File: src/rtl/voice_alloc_ctrl.sv
// Polyphonic voice allocator: maps MIDI note events onto oscillator voices
// (free-first, retrigger, oldest-steal) and writes ROM phase steps to the voice bank.
module voice_alloc_ctrl #(
  parameter int NUM_VOICES = 8,
  parameter int VOICE_W    = 3,
  parameter int AGE_W      = 4,
  parameter int STEP_W     = 32
) (
  input  logic                  clk,
  input  logic                  rst,
  input  logic                  ev_valid_i,
  output logic                  ev_ready_o,
  input  logic                  ev_on_i,
  input  logic [6:0]            ev_note_i,
  input  logic [6:0]            ev_vel_i,
  output logic [6:0]            rom_addr_o,
  input  logic [STEP_W-1:0]     rom_step_i,
  output logic                  voice_wr_o,
  output logic [VOICE_W-1:0]    voice_idx_o,
  output logic [STEP_W-1:0]     voice_step_o,
  output logic                  voice_gate_o,
  output logic [6:0]            voice_vel_o,
  output logic [NUM_VOICES-1:0] active_o
);

  typedef enum logic [1:0] {IDLE, SEARCH, LOOKUP, WRITE} state_t;

  localparam logic [AGE_W-1:0] AgeMax = {AGE_W{1'b1}};

  state_t                  state_q;
  logic                    evOn_q;
  logic [6:0]              evNote_q;
  logic [6:0]              evVel_q;
  logic [VOICE_W-1:0]      target_q;
  logic [NUM_VOICES-1:0]   active_q;
  logic [6:0]              note_q [NUM_VOICES];
  logic [AGE_W-1:0]        age_q  [NUM_VOICES];
  logic [6:0]              romAddr_q;
  logic                    voiceWr_q;
  logic [VOICE_W-1:0]      voiceIdx_q;
  logic [STEP_W-1:0]       voiceStep_q;
  logic                    voiceGate_q;
  logic [6:0]              voiceVel_q;

  logic                    hasMatch;
  logic                    hasFree;
  logic [VOICE_W-1:0]      matchIdx;
  logic [VOICE_W-1:0]      freeIdx;
  logic [VOICE_W-1:0]      oldestIdx;
  logic [AGE_W-1:0]        bestAge;
  logic [VOICE_W-1:0]      target_d;
  logic                    drop_d;

  // Descending scan leaves the lowest qualifying index; strict '>' keeps the lowest on age ties.
  always_comb begin
    hasMatch  = 1'b0;
    hasFree   = 1'b0;
    matchIdx  = '0;
    freeIdx   = '0;
    oldestIdx = '0;
    bestAge   = '0;
    for (int v = NUM_VOICES - 1; v >= 0; v--) begin
      if (active_q[v] && (note_q[v] == evNote_q)) begin
        hasMatch = 1'b1;
        matchIdx = VOICE_W'(v);
      end
      if (!active_q[v]) begin
        hasFree = 1'b1;
        freeIdx = VOICE_W'(v);
      end
    end
    for (int v = 0; v < NUM_VOICES; v++) begin
      if (age_q[v] > bestAge) begin
        bestAge   = age_q[v];
        oldestIdx = VOICE_W'(v);
      end
    end
    if (evOn_q) begin
      target_d = hasMatch ? matchIdx : (hasFree ? freeIdx : oldestIdx);
    end else begin
      target_d = matchIdx;
    end
    drop_d = !evOn_q && !hasMatch;
  end

  always_ff @(posedge clk) begin
    if (rst) begin
      state_q     <= IDLE;
      evOn_q      <= 1'b0;
      evNote_q    <= '0;
      evVel_q     <= '0;
      target_q    <= '0;
      active_q    <= '0;
      romAddr_q   <= '0;
      voiceWr_q   <= 1'b0;
      voiceIdx_q  <= '0;
      voiceStep_q <= '0;
      voiceGate_q <= 1'b0;
      voiceVel_q  <= '0;
      for (int v = 0; v < NUM_VOICES; v++) begin
        note_q[v] <= '0;
        age_q[v]  <= '0;
      end
    end else begin
      voiceWr_q <= 1'b0;
      case (state_q)
        IDLE: begin
          if (ev_valid_i) begin
            evOn_q    <= ev_on_i && (ev_vel_i != 7'd0);
            evNote_q  <= ev_note_i;
            evVel_q   <= ev_vel_i;
            romAddr_q <= ev_note_i;
            state_q   <= SEARCH;
          end
        end
        SEARCH: begin
          target_q <= target_d;
          state_q  <= drop_d ? IDLE : LOOKUP;
        end
        LOOKUP: begin
          voiceWr_q   <= 1'b1;
          voiceIdx_q  <= target_q;
          voiceStep_q <= rom_step_i;
          voiceGate_q <= evOn_q;
          voiceVel_q  <= evOn_q ? evVel_q : 7'd0;
          // Table moves on the same edge that raises the write strobe.
          for (int v = 0; v < NUM_VOICES; v++) begin
            if (VOICE_W'(v) == target_q) begin
              active_q[v] <= evOn_q;
              age_q[v]    <= '0;
              if (evOn_q) begin
                note_q[v] <= evNote_q;
              end
            end else if (evOn_q && active_q[v] && (age_q[v] != AgeMax)) begin
              age_q[v] <= age_q[v] + 1'b1;
            end
          end
          state_q <= WRITE;
        end
        WRITE: begin
          state_q <= IDLE;
        end
        default: begin
          state_q <= IDLE;
        end
      endcase
    end
  end

  assign ev_ready_o   = (state_q == IDLE);
  assign rom_addr_o   = romAddr_q;
  assign voice_wr_o   = voiceWr_q;
  assign voice_idx_o  = voiceIdx_q;
  assign voice_step_o = voiceStep_q;
  assign voice_gate_o = voiceGate_q;
  assign voice_vel_o  = voiceVel_q;
  assign active_o     = active_q;

endmodule

File: config.mk
export PLATFORM = sky130hd
export DESIGN_NAME = voice_alloc_ctrl
export DESIGN_NICKNAME = d
export VERILOG_FILES = /design/src/rtl/voice_alloc_ctrl.sv
export SDC_FILE = /design/constraint.sdc
export NUM_CORES = 1
export LEC_CHECK = 0
export ABC_AREA = 1
export BUFFER_PORTS_ARGS = -buffer_cell sky130_fd_sc_hd__buf_2
export CAP_MARGIN = 20
export CORE_UTILIZATION = 40
export DETAILED_ROUTE_END_ITERATION = 7
export SYNTH_ARGS = -nofsm -noshare
export SYNTH_HDL_FRONTEND = slang
export SYNTH_SLANG_ARGS = --single-unit
File: constraint.sdc
create_clock -name clk -period 8.7 [get_ports clk]
set_input_delay 1.74 -clock clk [delete_from_list [all_inputs] [get_ports clk]]
set_output_delay 1.74 -clock clk [all_outputs]
set_load 0.01 [all_outputs]
* After elaboration in Yosys (flattened, before gate mapping)
Memory sizes are Yosys's and may differ from the RTL's.
Cells that the tools add are included.
** Word-level totals
- Bits in registers :: 72
- Bits in writable memories :: 88
- Input port bits :: 50
- Output and inout port bits :: 60
- Word-level logic and storage cells :: 312
- Memories kept :: 2
** Cells by class
- Add/subtract/negate cells :: 8
- Magnitude comparators :: 8
- Equality and inequality tests :: 27
- Mux-type cells :: 185
- Bitwise gates (word level) :: 24
- Reduce and logical (&&, ||, !) cells :: 40
** Memories
- note_q :: words 8, width 7, read ports 8, clocked after memory_dff 0, wr ports 8, RTL line 36 : logic [6:0] note_q [NUM_VOICES];
- age_q :: words 8, width 4, read ports 8, clocked after memory_dff 0, wr ports 8, RTL line 37 : logic [AGE_W-1:0] age_q [NUM_VOICES];
** Operator list (number)
- two-way mux 1 bit :: 125
- two-way mux 4 bit :: 23
- two-way mux 3 bit :: 25
- two-way mux 7 bit :: 9
- equality test 7 bit :: 8
- adder 4 x 1 -> 4 bit (second input constant) :: 8
- != test 4 bit (second input constant) :: 8
- > comparator 4 bit :: 7
- logical AND 1 bit :: 26
- OR 1 bit :: 24
- AND reduction 2 bit :: 9
- equality test 3 bit (first input constant) :: 4
- case mux 2 bit (4 select lines) :: 1
- nonzero test 7 bit :: 1
- equality test 2 x 3 -> 1 bit (first input constant) :: 2
- equality test 2 bit (second input constant) :: 2
- > comparator 4 x 1 -> 1 bit (second input constant) :: 1
- two-way mux 2 bit :: 2
- equality test 1 x 3 -> 1 bit (first input constant) :: 1
- logical NOT 3 bit :: 1
- equality test 2 x 1 -> 1 bit (second input constant) :: 1
- logical NOT 1 bit :: 2
- logical NOT 2 bit :: 1
- != test 2 bit (second input constant) :: 1

* Depth between registers and ports, before layout
Gate-level depths: netlist of the first run.
An unclocked memory read counts as a cell.
- Depth in word-level cells :: 20
- Depth in mapped cells :: 68
- Gate-level depth less buffers :: 67

* Worst setup path after synthesis of the first run
OpenSTA, ideal clock, no wires.
- Path kind :: register -> register
- Start point :: mem age_q[0][0]
- End point :: reg target_q[1]
- Library setup time :: 119 ps
- Arrival :: 6709 ps
- Required time :: 8581 ps
- Slack :: 1872 ps
- Cell stages (with the launch flop) :: 59
- Path buffers :: 1
- Clock period less this slack :: 6828 ps
- Path through :: edfxtp_1 -> inv_1 -> ha_1 -> a31oi_1 -> ha_1 -> nand3_2 -> nand2_4 -> nand2_1 -> o21ai_0 -> ha_1 -> nand2_2 -> nor2_4 -> nand2_2 -> nand2_4 -> nand2_4 -> nand2_1 -> o21ai_0 -> ha_1 -> (+23 left out) -> inv_2 -> ha_1 -> nand2_1 -> o21ai_0 -> o21ai_2 -> nand2_1 -> o21ai_1 -> ha_1 -> a21oi_1 -> o21ai_0 -> o21ai_0 -> nand2_1 -> inv_1 -> nand2_1 -> nand2_1 -> nand2_1 -> nand2_1 -> a21oi_1
** RTL lines
- start: declaration :: RTL line 37
- end signal: assignment :: RTL line 117 : target_q <= target_d;
- end: declaration :: RTL line 34 : logic [VOICE_W-1:0] target_q;

==> impl_metrics.csv, run 1 <==
group,metric,value,unit
worst_setup_path,crit_fanout,11,
placement,io_buffers,109,
final_layout,final_cell_mix,"191 x nor2_1, 149 x nand2_1, 109 x buf_2",
floorplanning,ios,110,
worst_setup_path,worstPathRequired,9010,ps
drt,ant_nets,0,
drt,viasPerCell,5.017,
worst_setup_path,cp_slowest_cell,"edfxtp_1",
global_routing,grt_pass1_wl,34120,um
global_routing,grt_pass1_vias,6657,
floorplanning,chipHeight,146.0,um
final_layout,diodes,0,
floorplanning,die_w,146.0,um
final_layout,seqCellArea,4084,um2
synthesis,synth_warnings,0,
synthesis,synthArstFlopShare,0,
synthesis,synth_area,8297,um2
global_routing,grt_max_degree,69,
worst_setup_path,start_kind,"register",
synthesis,synth-edff-count,88,
cts,cts_tree,"yes",
floorplanning,initial_core_util,0.4087,
timing,period_needed,7663,ps
synthesis,syn_nets,1069,
timing,final_hold_viol_count,0,
cts,h-tree-depth,4,
power,leakage,4.281,nW
synthesis,synth_area_leader_cell,"edfxtp_1",
global_routing,grt_util_all_layers,0.2018,
synthesis,synth_area_leaders,"edfxtp_1 32%, dfxtp_1 17%, nor2_1 8.7%, nand2_1 6.8%, o21ai_0 4.9%",
final_layout,drive_gt1_frac,0.1817,
synthesis,ys.flop_type,"edfxtp_1",
cts,cts_buffer_depth,2,
global_routing,grt.overflow.total,0,
cts,clock_sinks,160,
timing,timing.hold.ws,464.8,ps
floorplanning,die-area,21320,um2
power,vdd_drop_max,0.1386,mV
worst_setup_path,path_class,"register to register",
timing,post-route-worst-setup-slack,1037,ps
drt,drt-initial-drc-count,521,
floorplanning,row_count,52,
drt,firstDrtPassIters,5,
timing,tightest_slew,738.1,ps
placement,dp_slack,967.1,ps
worst_setup_path,crit_arrival,7970,ps
timing,slew_headroom,0.5072,
final_layout,syn2layout_area_growth,17.21,%
synthesis,syn_avg_cell_area,8.381,um2
synthesis,synth_seq_cells,160,
cts,hold_buffers,0,
worst_setup_path,end_kind,"register",
placement,place_hpwl,14870,um
floorplanning,core_area,20300,um2
final_layout,nets,1172,
synthesis,yosysUniqueCellTypes,48,
timing,max_freq,130.5,MHz
run,maxCapViolations,0,
timing,rsz0062_at_grt,"no",
cts,cts_buffers,17,
cts,cts_root_buf,"clkbuf_16",
drt,wirelength,20750,um
worst_setup_path,cp_common_cell,"nand2_1",
timing,setup_tns,0,ps
worst_setup_path,slowest_delay,400,ps
drt,drc,0,
cts,worstSkewPairLatency,430,ps
timing,slew_viol_final,0,
timing,setup_violations,0,
run_status,status,"finished clean",
final_layout,multiInputGateArea,3681,um2
synthesis,synth_seq_area_share,0.4922,
timing,finClkSkew,8.431,ps
synthesis,synth_top_area_frac,0.3185,
power,powerDensity,219.1,nW/um2
drt,drt-wirelength-per-cell,15.08,um
timing,timing.final.crit_share,0.8808,
cts,cts.clk_slew.worst_paths,70,ps
final_layout,utilization,0.4790,
placement,gp_congestion,0.8423,
synthesis,synth_cells,990,
global_routing,antenna_found_initial,0,
worst_hold_path,min_path_type,"register to register",
final_layout,final_common_cell,"nor2_1",
final_layout,fill_cells,2021,
drt,vias,6904,
## kinds of logic after synthesis
| kind of cell | Yosys count | share of synthesized area |
|---|---|---|
| compound gates | 171 | 0.1178 |
| xor+xnor | 33 | 0.03484 |
| fa+ha+maj | 29 | 0.04373 |
| buf+inv | 141 | 0.06470 |
| flops | 160 | 0.4922 |
| simple gates | 456 | 0.2467 |
## worst max-delay path: cells and delay by family (launching register included)
family                     cells  cell delay (ps)
AOI/OAI and AO/OA             17             2380
adders and majority gates      8             2270
and+or+nand+nor               23             1750
buffers and inverters         12              700
DFF                            1              400
## final timing paths
check        cells past startpoint  slack, ps        start              to
max reg2reg                     60       1040  age_q[0][0]     target_q[1]
min                              2        460   evVel_q[1]  voice_vel_o[1]
max                             60       1040  age_q[0][0]     target_q[1]
min reg2reg                      2        460   evVel_q[1]  voice_vel_o[1]
## state kept, by name, summed over array words and instances, names as in the netlist, named ones only
name	flops
voice_step_o	32
age_q	32
rom_addr_o	7
voice_idx_o	3
voice_vel_o	7
evVel_q	7
voice_gate_o	1
note_q	56
voice_wr_o	1
active_o	8
evOn_q	1
target_q	3
state_q	1
## Yosys cell counts (6+ instances only)
| library cell | instances |
|---|---|
| inv_2 | 10 |
| nor3_1 | 12 |
| nand2_4 | 7 |
| nand3_1 | 43 |
| nand4_1 | 9 |
| a21oi_1 | 45 |
| o21ai_0 | 82 |
| xnor2_1 | 14 |
| nor2_1 | 192 |
| ha_1 | 29 |
| inv_1 | 94 |
| nand2_2 | 14 |
| xor2_1 | 19 |
| clkbuf_1 | 29 |
| edfxtp_1 | 88 |
| dfxtp_1 | 72 |
| clkinv_1 | 6 |
| nand2_1 | 150 |
## final cells by class
type	instances	share of cell area
clock inverters	15	0.01981
repair buffers	115	0.06073
well taps	270	0.03474
inverters	110	0.04246
flip-flops and latches	160	0.4200
multi-input cells	689	0.3785
clock buffers	17	0.04375
## per-stage QoR
stage | cells | area [um2] | total power, W
floorplan | 990 | 8297 | 0.001254
global placement | 1343 | 9096 | 0.001340
global route | 1376 | 9724 | 0.002260
detailed placement | 1343 | 9096 | 0.001354
finish | 1376 | 9724 | 0.002131
CTS | 1375 | 9714 | 0.002144
## what timing repair did
item                                    4_1_cts  5_1_grt
gates resized for setup                       0        1
setup buffers                                 0        0
endpoints found under the setup margin        0        2
## report_power, final
part | internal, W | switching (W)
Sequential | 0.000823 | 0.0000273
Combinational | 0.000176 | 0.000313
Clock | 0.000461 | 0.000331
Total | 0.00146 | 0.000671
## per-layer routing
metal  global-route usage  part of all wire  vias to the layer above
met4              0.04688            0.0094                        0
met3              0.04688             0.063                       17
li1                     -                 -                     3496
met5                    0                 0                        -
met2               0.3179              0.45                      199
met1               0.2811              0.48                     3192
Power figures use the tool's default switching activity.
==> run 2, diff against run 1 <==
ABC_AREA = not set   (was 1)
==> run 2 against run 1 <==
Against the previous run:
- the run now ends with negative setup slack left
- hold slack lost 15 ps
- worst setup slack lost 1700 ps
- maximum frequency is 19% lower
- cell count rose by 0.87%
- critical endpoint unchanged
- largest power group unchanged
- highest routed layer unchanged
==> impl_metrics.csv, run 2 <==
group,metric,value,unit
worst_setup_path,path_class,"register to register",
floorplanning,die_w,147.6,um
run_status,violations,"negative setup slack",
timing,setup_tns,-1874,ps
final_layout,syn2layout_area_growth,28.00,%
worst_setup_path,crit_fanout,5,
timing,final_hold_viol_count,0,
timing,timing.final.crit_share,1.081,
worst_setup_path,start_kind,"register",
placement,gp_congestion,0.8260,
worst_setup_path,crit_arrival,9760,ps
final_layout,fill_cells,1904,
synthesis,ys.flop_type,"edfxtp_1",
run,maxCapViolations,0,
final_layout,regMostFlops,"note_q",
cts,cts_root_buf,"clkbuf_16",
placement,place_hpwl,14790,um
cts,cts_buffers,17,
synthesis,synth_area_leader_cell,"edfxtp_1",
cts,cts_tree,"yes",
timing,slew_viol_final,0,
global_routing,grt_max_degree,99,
timing,post-route-worst-setup-slack,-702.8,ps
worst_setup_path,worstPathRequired,9050,ps
synthesis,synth_warnings,0,
drt,drc,0,
synthesis,yosysUniqueCellTypes,73,
synthesis,synth_cells,919,
final_layout,drive_gt1_frac,0.2826,
final_layout,final_cell_mix,"151 x nand2_1, 108 x nor2_1, 108 x buf_2",
placement,io_buffers,109,
floorplanning,initial_core_util,0.4136,
synthesis,synthArstFlopShare,0,
power,powerDensity,196.2,nW/um2
final_layout,diodes,0,
timing,setup_violations,3,
run_status,status,"complete, but fails checks",
synthesis,synth_area_leaders,"edfxtp_1 31%, dfxtp_1 17%, xnor2_1 7.0%, nand2_1 6.8%, nor2_1 5.0%",
synthesis,synth_seq_area_share,0.4818,
timing,period_needed,9403,ps
final_layout,nets,1184,
synthesis,synth-edff-count,88,
synthesis,synth_seq_cells,160,
drt,ant_nets,0,
timing,max_freq,106.4,MHz
cts,clock_sinks,160,
synthesis,synth_area,8476,um2
cts,cts.clk_slew.worst_paths,60,ps
drt,wirelength,20990,um
synthesis,synth.most_common_cell,"nand2_1",
timing,finClkSkew,11.52,ps
floorplanning,core_area,20490,um2
worst_setup_path,cp_slowest_cell,"edfxtp_1",
final_layout,largest_register_ffs,56,
floorplanning,ios,110,
worst_setup_path,cp_common_cell,"ha_4",
floorplanning,row_count,52,
power,vdd_drop_max,0.1455,mV
worst_setup_path,end_kind,"register",
worst_hold_path,min_path_type,"register to register",
global_routing,grt_pass1_wl,33800,um
power,total_power,0.002128,W
timing,rsz0062_at_grt,"yes",
synthesis,syn_nets,998,
worst_setup_path,slowest_delay,400,ps
drt,drt-wirelength-per-cell,15.12,um
synthesis,ys_top_cells_by_count,"154 x nand2_1, 113 x nor2_1, 88 x edfxtp_1",
drt,vias,6992,
timing,tightest_slew,1031,ps
cts,h-tree-depth,4,
synthesis,synth_top_area_frac,0.3118,
cts,cts_buffer_depth,2,
final_layout,utilization,0.5294,
placement,post_dp_cell_area,9961,um2
drt,drt-initial-drc-count,298,
cts,hold_buffers,0,
power,leakage,4.262,nW
final_layout,final_common_cell,"nand2_1",
floorplanning,die-area,21780,um2
drt,viasPerCell,5.037,
timing,slew_headroom,0.3124,
drt,firstDrtPassIters,5,
floorplanning,chipHeight,147.6,um
cts,worstSkewPairLatency,430,ps
global_routing,grt.overflow.total,0,
final_layout,fin_area,10850,um2
global_routing,grt_pass1_vias,6465,
global_routing,grt_util_all_layers,0.1978,
global_routing,antenna_found_initial,0,
synthesis,syn_avg_cell_area,9.223,um2
## run 2: stage by stage
stage	setup WS [ps]	hold slack [ps]	std cells
after floorplan	-850.2	436.9	919
after global placement	-695.6	436.2	1337
after detailed placement	-911.8	442.0	1337
after CTS	-726.9	449.0	1379
after global routing	-1374	466.7	1388
final	-702.8	450.1	1388
## run 2: cell families (layout without fill, tap and decap cells)
family          Yosys count  in the layout  synth area share
simple gates            405            405            0.2173
flops                   160            160            0.4818
compound gates          159            159            0.1298
buf+inv                  80            279           0.03587
xor+xnor                 73             73           0.07544
fa+ha+maj                31             31           0.04532
mux                      11             11           0.01447
## run 2: final timing paths
check / to / slack, ps / cells after the start / start
max reg2reg: target_q[1] / -700 / 60 / age_q[0][1]
max: target_q[1] / -700 / 60 / age_q[0][1]
min reg2reg: voice_vel_o[0] / 450 / 2 / voice_vel_o[0]
min: voice_vel_o[0] / 450 / 2 / voice_vel_o[0]
## run 2: worst max-delay path, delay by kind of cell, from the launching register on
family	cells	cell delay, ps
flip-flops	1	400
AND/OR/NAND/NOR	20	2350
AO/OA/AOI/OAI	23	3100
buffers and inverters	3	290
multiplexers	5	1370
adder cells (fa/ha/maj)	9	1810
## run 2: report_power, final
group          total [W]  internal, W  switching (W)
Clock           0.000691     0.000377       0.000314
Sequential      0.000847     0.000818      0.0000287
Combinational   0.000591     0.000321       0.000269
Total            0.00213      0.00152       0.000612
## run 2: final cells by class
cell class	count	area, um2	share of cell area
Inverter	40	150.1	0.01384
Multi-Input combinational cell	679	4432	0.4085
Clock inverter	13	102.6	0.009457
Clock buffer	19	442.9	0.04083
Sequential cell	160	4084	0.3764
Tap cell	270	337.8	0.03114
Timing Repair Buffer	207	1300	0.1198
## run 2: per-layer routing
metal / track usage / share of wire / vias to the layer above
met4: 0.06701 / 0.015 / 0
met2: 0.3236 / 0.49 / 115
li1: - / - / 3568
met3: 0.03148 / 0.027 / 25
met5: 0 / 0 / -
met1: 0.2663 / 0.47 / 3284
## run 2: timing repair
action                                  CTS  global route
pin swaps                                31            20
endpoints found under the setup margin    3             3
setup buffers                            10             8
gates resized for setup                  18            20
gates cloned                              0             0
==> run 3, diff against run 2 <==
REMOVE_ABC_BUFFERS = 1   (was not set)
==> run 3 against run 2 <==
Against the previous run:
- clock power grew 6.2%
- worst setup slack lost 420 ps
- cell area grew 3.9%
- clock-buffer cell count grew 3
- register-to-register slack worse by 420 ps
- combinational power grew 13%
- core utilization increased by 2.1 points
- the flow still finishes with violations (negative setup slack)
- largest power group unchanged
- critical endpoint unchanged
- sequential share of layout area shrank 1.4 points
- maximum frequency is 4.3% lower
==> impl_metrics.csv, run 3 (synthesis results as in run 2) <==
group,metric,value,unit
run_status,violations,"negative setup slack",
cts,h-tree-depth,4,
timing,setup_tns,-3080,ps
placement,place_hpwl,14750,um
timing,tightest_slew,772.9,ps
worst_hold_path,min_path_type,"register to register",
final_layout,fin_area,11270,um2
drt,drt-initial-drc-count,360,
cts,cts.clk_slew.worst_paths,60,ps
cts,cts_tree,"yes",
drt,vias,7293,
timing,final_hold_viol_count,0,
final_layout,final_common_cell,"nand2_1",
worst_setup_path,crit_arrival,10160,ps
global_routing,grt_pass1_wl,35420,um
power,powerDensity,199.2,nW/um2
worst_setup_path,path_class,"register to register",
floorplanning,die-area,21780,um2
drt,wl_met2,10940,um
final_layout,final_cell_mix,"151 x nand2_1, 133 x buf_4, 109 x buf_2",
timing,setup_violations,3,
run,maxCapViolations,0,
drt,ant_nets,0,
floorplanning,row_count,52,
global_routing,grt_max_degree,67,
power,vdd_drop_max,0.1424,mV
drt,wl_met1,10150,um
worst_setup_path,slowest_delay,400,ps
timing,post-route-worst-setup-slack,-1121,ps
worst_setup_path,start_kind,"register",
worst_setup_path,crit_fanout,4,
timing,slew_viol_final,0,
timing,rsz0062_at_grt,"yes",
global_routing,grt_util_all_layers,0.2055,
timing,period_needed,9821,ps
cts,cts_buffers,17,
timing,finClkSkew,7.830,ps
floorplanning,core_area,20490,um2
worst_setup_path,end_kind,"register",
floorplanning,die_w,147.6,um
placement,io_buffers,109,
cts,worstSkewPairLatency,420,ps
final_layout,largest_register_ffs,56,
drt,drc,0,
timing,timing.final.crit_share,1.129,
final_layout,regMostFlops,"note_q",
final_layout,fill_cells,1850,
drt,firstDrtPassIters,5,
cts,cts_root_buf,"clkbuf_16",
worst_setup_path,cp_common_cell,"buf_4",
global_routing,antenna_found_initial,0,
power,leakage,4.488,nW
timing,max_freq,101.8,MHz
cts,cts_buffer_depth,2,
final_layout,diodes,0,
timing,slew_headroom,0.4840,
global_routing,grt.overflow.total,0,
placement,gp_congestion,0.8156,
drt,route.met3.wl,733,um
floorplanning,initial_core_util,0.4136,
placement,dp_slack,-1498,ps
drt,drt-wirelength-per-cell,15.63,um
final_layout,syn2layout_area_growth,32.98,%
floorplanning,chipHeight,147.6,um
worst_setup_path,worstPathRequired,9040,ps
worst_setup_path,cp_slowest_cell,"edfxtp_1",
placement,post_dp_cell_area,9823,um2
drt,route.top_layer_used,"met4",
run_status,status,"complete, but fails checks",
drt,viasPerCell,5.111,
final_layout,nets,1223,
cts,clock_sinks,160,
floorplanning,ios,110,
global_routing,grt_pass1_vias,6994,
power,total_power,0.002245,W
final_layout,drive_gt1_frac,0.3086,
drt,wirelength,22300,um
run 3: worst paths after layout:
path	startpoint	end	slack, ps	cells past startpoint
setup / recovery	age_q[0][1]	target_q[1]	-1120	61
hold / removal	voice_vel_o[3]	voice_vel_o[3]	450	2
setup reg to reg	age_q[0][1]	target_q[1]	-1120	61
hold reg to reg	voice_vel_o[3]	voice_vel_o[3]	450	2
run 3: per-stage QoR:
step	std cells	utilization	hold slack (ps)
after floorplan	879	-	430.9
after global placement	1339	0.4793	437.5
after detailed placement	1339	0.4793	441.9
after CTS	1420	0.5385	449.0
after global routing	1427	0.5499	472.3
final	1427	0.5499	447.5
run 3: per-layer routing:
layer	vias up	global-route usage
met3	32	0.03148
met1	3452	0.2664
met2	158	0.3455
li1	3651	-
met5	-	0
met4	0	0.07784
run 3: layout make-up:
class | instances | area (um2) | share of cell area
Clock inverter | 10 | 96.34 | 0.008548
Tap cell | 270 | 337.8 | 0.02997
Multi-Input combinational cell | 679 | 4518 | 0.4009
Timing Repair Buffer | 246 | 1589 | 0.1410
Inverter | 40 | 150.1 | 0.01332
Sequential cell | 160 | 4084 | 0.3623
Clock buffer | 22 | 495.5 | 0.04396
run 3: worst max-delay path, delay by kind of cell (launching register included):
kind                       cells  cell delay [ps]
DFF                            1              400
muxes                          4             1040
buffers and inverters         10             1040
AOI/OAI and AO/OA             20             3280
and+or+nand+nor               19             2280
adders and majority gates      8             1650
run 3: what timing repair did:
item	in CTS	in global routing
setup buffers	49	8
gates resized for setup	59	29
endpoints found under the hold margin	0	0
setup endpoints to repair	3	3
hold buffers	0	0
pin swaps	40	42
run 3: power by group:
| group | leakage (nW) | switching, W | internal, W | total (W) |
|---|---|---|---|---|
| clock network | 0.297 | 0.000298 | 0.000436 | 0.000734 |
| logic | 2.70 | 0.000302 | 0.000363 | 0.000665 |
| registers | 1.49 | 0.0000284 | 0.000818 | 0.000847 |
| total | 4.49 | 0.000628 | 0.00162 | 0.00225 |
